File: config.mk
export PLATFORM = sky130hd
export DESIGN_NAME = alu_uart_ctrl
export DESIGN_NICKNAME = d
export VERILOG_FILES = /design/src/rtl/alu_uart_ctrl.sv
export SDC_FILE = /design/constraint.sdc
export NUM_CORES = 1
export LEC_CHECK = 0
export BUFFER_PORTS_ARGS = -buffer_cell sky130_fd_sc_hd__clkbuf_2
export CAP_MARGIN = 15
export CORE_MARGIN = 2
export CORE_UTILIZATION = 50
export CTS_CLUSTER_DIAMETER = 100
export DETAILED_ROUTE_END_ITERATION = 7
export PLACE_DENSITY = 0.86
export SYNTH_ARGS = -nofsm -noshare
export SYNTH_HDL_FRONTEND = slang
export SYNTH_SLANG_ARGS = --single-unit
File: constraint.sdc
create_clock -name i_clock -period 2.3 [get_ports i_clock]
set_input_delay 0.23 -clock i_clock [delete_from_list [all_inputs] [get_ports i_clock]]
set_output_delay 0.23 -clock i_clock [all_outputs]
set_load 0.005 [all_outputs]
File: src/rtl/alu_uart_ctrl.sv
// rtl/alu_uart_ctrl.sv - sequences RX bytes (A, B, opcode) into the registered ALU and returns the result on TX.
// Optional macro ALU_CTRL_FLAGS_TX_EN: also transmit a {6'b0, zero, overflow} flags byte after the result.
module alu_uart_ctrl #(
    parameter int N    = 8,
    parameter int NSel = 6
) (
    input  logic            i_clock,
    input  logic            i_reset,
    input  logic [7:0]      i_rx_data,
    input  logic            i_rx_done,
    input  logic            i_tx_done,
    output logic [7:0]      o_tx_data,
    output logic            o_tx_start,
    output logic [N-1:0]    o_alu_A,
    output logic [N-1:0]    o_alu_B,
    output logic [NSel-1:0] o_alu_Op,
    input  logic [N-1:0]    i_alu_Result,
    input  logic            i_alu_overflow,
    input  logic            i_alu_zero,
    output logic            o_busy
);

    typedef enum logic [2:0] {
        GET_A,
        GET_B,
        GET_OP,
        EXEC,
        CAPTURE,
        SEND
`ifdef ALU_CTRL_FLAGS_TX_EN
        , SEND_FLAGS
`endif
    } state_t;

    state_t          state, state_next;
    logic [N-1:0]    alu_a_next, alu_b_next;
    logic [NSel-1:0] alu_op_next;
    logic [7:0]      tx_data_next;
    logic            tx_start_next;

`ifdef ALU_CTRL_FLAGS_TX_EN
    logic [7:0] flags, flags_next;

    always_ff @(posedge i_clock) begin
        if (i_reset) begin
            flags <= 8'h00;
        end else begin
            flags <= flags_next;
        end
    end
`else
    logic unused_flags;
    assign unused_flags = i_alu_zero | i_alu_overflow;
`endif

    always_ff @(posedge i_clock) begin
        if (i_reset) begin
            state      <= GET_A;
            o_alu_A    <= '0;
            o_alu_B    <= '0;
            o_alu_Op   <= '0;
            o_tx_data  <= 8'h00;
            o_tx_start <= 1'b0;
        end else begin
            state      <= state_next;
            o_alu_A    <= alu_a_next;
            o_alu_B    <= alu_b_next;
            o_alu_Op   <= alu_op_next;
            o_tx_data  <= tx_data_next;
            o_tx_start <= tx_start_next;
        end
    end

    // o_tx_start defaults low, so every start is a single-cycle pulse;
    // a tx_done coinciding with that pulse belongs to an earlier byte and is ignored.
    always_comb begin
        state_next    = state;
        alu_a_next    = o_alu_A;
        alu_b_next    = o_alu_B;
        alu_op_next   = o_alu_Op;
        tx_data_next  = o_tx_data;
        tx_start_next = 1'b0;
`ifdef ALU_CTRL_FLAGS_TX_EN
        flags_next    = flags;
`endif
        case (state)
            GET_A: begin
                if (i_rx_done) begin
                    alu_a_next = i_rx_data[N-1:0];
                    state_next = GET_B;
                end
            end
            GET_B: begin
                if (i_rx_done) begin
                    alu_b_next = i_rx_data[N-1:0];
                    state_next = GET_OP;
                end
            end
            GET_OP: begin
                if (i_rx_done) begin
                    alu_op_next = i_rx_data[NSel-1:0];
                    state_next  = EXEC;
                end
            end
            EXEC: begin
                state_next = CAPTURE;
            end
            CAPTURE: begin
                tx_data_next  = 8'(i_alu_Result);
                tx_start_next = 1'b1;
`ifdef ALU_CTRL_FLAGS_TX_EN
                flags_next    = {6'b0, i_alu_zero, i_alu_overflow};
`endif
                state_next    = SEND;
            end
            SEND: begin
                if (i_tx_done && !o_tx_start) begin
`ifdef ALU_CTRL_FLAGS_TX_EN
                    tx_data_next  = flags;
                    tx_start_next = 1'b1;
                    state_next    = SEND_FLAGS;
`else
                    state_next    = GET_A;
`endif
                end
            end
`ifdef ALU_CTRL_FLAGS_TX_EN
            SEND_FLAGS: begin
                if (i_tx_done && !o_tx_start) begin
                    state_next = GET_A;
                end
            end
`endif
            default: begin
                state_next = GET_A;
            end
        endcase
    end

    assign o_busy = (state != GET_A);

endmodule

==> summary.txt <==
Status
  – Status: completed

Global routing
  – Peak-usage layer in the global routing report: met2
  – Largest net degree at the start of global routing: 35
  – Vias in the first global route: 1026
  – First-pass GRT wire length: 4640 um
  – Met1 GRT Util: 22.5%
  – Tot GR Track Use: 19.3%
  – GR Overflow Total: 0
  – GR met3 Demand/Resource: 5.81%
  – Met2 usage: 32.7%
  – Initial antenna violation count: 0

STA
  – Fin crit period: 1.54 ns
  – Setup Skew: 0.00564 ns
  – Worst slew pin tran: 0.642 ns
  – Max-slew violation count: 0
  – Setup violators final: 0
  – Relative slew margins: 57.2%
  – Fmax: 651 MHz
  – RSZ-0062 raised after global routing: no
  – Setup tns final: 0 ns
  – Final Hold Fails: 0
  – Crit share post-route: 66.8%

Critical path
  – Crit path max fanout: 12
  – Flop2flop setup slack: 0.78 ns
  – CP Capture Type: primary output
  – Data required time of the worst path: 2.07 ns
  – Worst r2r src: state[0]
  – CP Buf/Inv Count: 1
  – Top delay family on crit path: flip-flops
  – R2R cell count: 3
  – Crit Reg-Reg Endpoint: o_alu_B[5]
  – Crit path kind: reg2out
  – Worst Path Arrival: 1.31 ns
  – Critical path launch point type: flip-flop
  – Slowest stage cell, crit path: dfxtp_1
  – Critical-path cell list: or3_1, clkbuf_2
  – CP peak stage delay: 0.44 ns

Synth
  – Gate Count Post-Synth: 133
  – Synth Area per Inst: 10.0 um^2
  – Register area share after synthesis: 51.1%
  – Synth cell types: 22
  – EDFF count, synth: 0
  – Synthesized Nets: 155
  – Yosys warns: 0
  – Yosys reg bits: 34
  – Synth Flop Type: dfxtp_1
  – Post-Syn Area: 1330 um^2
  – Async SR Flop Fraction: 0%

Die
  – Initial Util: 53.3%
  – Chip width: 55.6 um
  – IO Count: 54
  – Site Rows: 18
  – Area of the die: 3090 um^2
  – Core area: 2500 um^2
  – Die extent in y: 55.6 um

CTS
  – Reg clk slew, reported paths: 0.10 ns
  – Clock Latency Late Sink: 0.33 ns
  – H-Tree Level Count: 2
  – Cts bufs inserted: 5
  – PostCTS Resize Cnt: 0
  – TritonCTS clock tree: done
  – CTS sink count: 34
  – CTS max path bufs: 2
  – Post-CTS Setup Inserts: 0
  – CTS Root Cell: clkbuf_4
  – # hold bufs at CTS: 0

Detailed routing
  – WL/cell: 12.8 um
  – Vias per cell: 5.08
  – DR pass1 iterations: 4
  – Starting DRT DRC Count: 24
  – Routed WL: 2720 um
  – Total number of vias: 1078
  – # DRC: 0
  – ANT nets after route: 0

Final layout
  – Fin cells: 212
  – P&R area growth vs syn: 21.0%
  – Post-route cell area: 1610 um^2
  – Layout cells sized above 1: 34.6%
  – Final nets: 203
  – Post-layout util: 64.5%
  – Diodes inserted: 0
  – Most common cell after layout, fill and taps aside: clkbuf_2
  – Commonest cells after routing, fill and taps aside: 51 x clkbuf_2, 34 x dfxtp_1, 23 x nor2_1

Power and ir drop
  – Sequential power share: 57.7%
  – Power share of the clock group: 31.2%
  – Peak supply drop: 0.000549 V
  – Logic gate share of total power: 11.1%
  – Cell Pwr Density: 679 nW/um^2
  – Psw: 0.000275 W
  – Total Power: 0.00110 W
  – Pleak: 0.705 nW
  – Switching Fraction: 25.1%
  – Power Internal: 0.000821 W

Placed design
  – GPL Wtd Cong: 0.722
  – Placed inst area: 1550 um^2
  – DPL Wire Length: 1990 um
  – IO buf count: 51
  – Dpl cells: 204

Hold path
  – Hold EP: o_alu_A[6]
  – Hold wc startpoint: i_rx_data[6]
  – Worst hold path type: in2reg
  – Hold Crit Depth: 3

Flow run
  – Max Cap Violations: 0
==> tightest hold or removal path: cells and delay by family <==
kind | cells | cell delay, ns
AO/OA/AOI/OAI | 1 | 0.05
AND/OR/NAND/NOR | 1 | 0.06
buffers and inverters | 1 | 0.09
==> cell usage after synthesis, types with 2 or more instances <==
library cell / count / share of area [%]
mux2i_1: 22 / 17
buf_6: 4 / 3.4
and4bb_2: 2 / 1.9
nor2_1: 23 / 6.5
clkbuf_1: 4 / 1.1
nand2_1: 16 / 4.5
nand2b_1: 2 / 0.94
nor2b_1: 2 / 0.94
buf_4: 2 / 1.1
nand3b_1: 2 / 1.1
dfxtp_1: 34 / 51
a21oi_1: 10 / 3.8
==> cells by family after synthesis <==
family	share of synthesized area, %
simple gates	20.5
flops	51.1
buf+inv	6.29
compound gates	5.63
mux	16.5
==> metal layers <==
metal	vias up	part of all wire (%)	wire length (um)
met5	-	0	0
met4	0	1.5	42
met3	5	6.2	168
met2	33	51	1390
met1	501	41	1120
li1	539	-	-
==> registers in the layout, indices dropped and copies added, names as in the netlist <==
name        flops
o_alu_A         8
o_alu_B         8
o_alu_Op        6
o_tx_data       8
o_tx_start      1
state           3
==> worst max path at each step <==
stage	endpoint	from	cells past startpoint	slack, ns
floorplan	o_alu_A[1]	state[0]	4	1.10
global placement	o_alu_A[0]	state[0]	3	0.86
detailed placement	o_alu_B[5]	state[0]	3	0.77
CTS	o_busy	state[0]	2	0.74
global route	o_alu_B[5]	state[0]	3	0.66
finish	o_busy	state[0]	2	0.76
==> per-stage QoR <==
stage | setup WS (ns) | hold WS (ns)
final | 0.763 | 0.136
after CTS | 0.736 | 0.122
after global routing | 0.658 | 0.142
after global placement | 0.862 | 0.443
after detailed placement | 0.772 | 0.449
after floorplan | 1.10 | 0.366
==> power by group through the flow <==
stage / sequential [W] / combinational, W / clock [W]
floorplan: 0.000638 / 0.0000851 / 0
global placement: 0.000644 / 0.000119 / 0
detailed placement: 0.000646 / 0.000123 / 0
CTS: 0.000632 / 0.000124 / 0.000351
global route: 0.000636 / 0.000139 / 0.000366
finish: 0.000632 / 0.000122 / 0.000342
==> layout make-up <==
class                      instances  area [um^2]
clock buffer                       7         55.1
clock inverter                     1         5.00
fill                             225          887
inverter                           1         3.75
multi-input combinational         87          568
sequential                        34          681
tap                               30         37.5
timing repair buffer              52          263
Power figures use the tool's default switching activity.
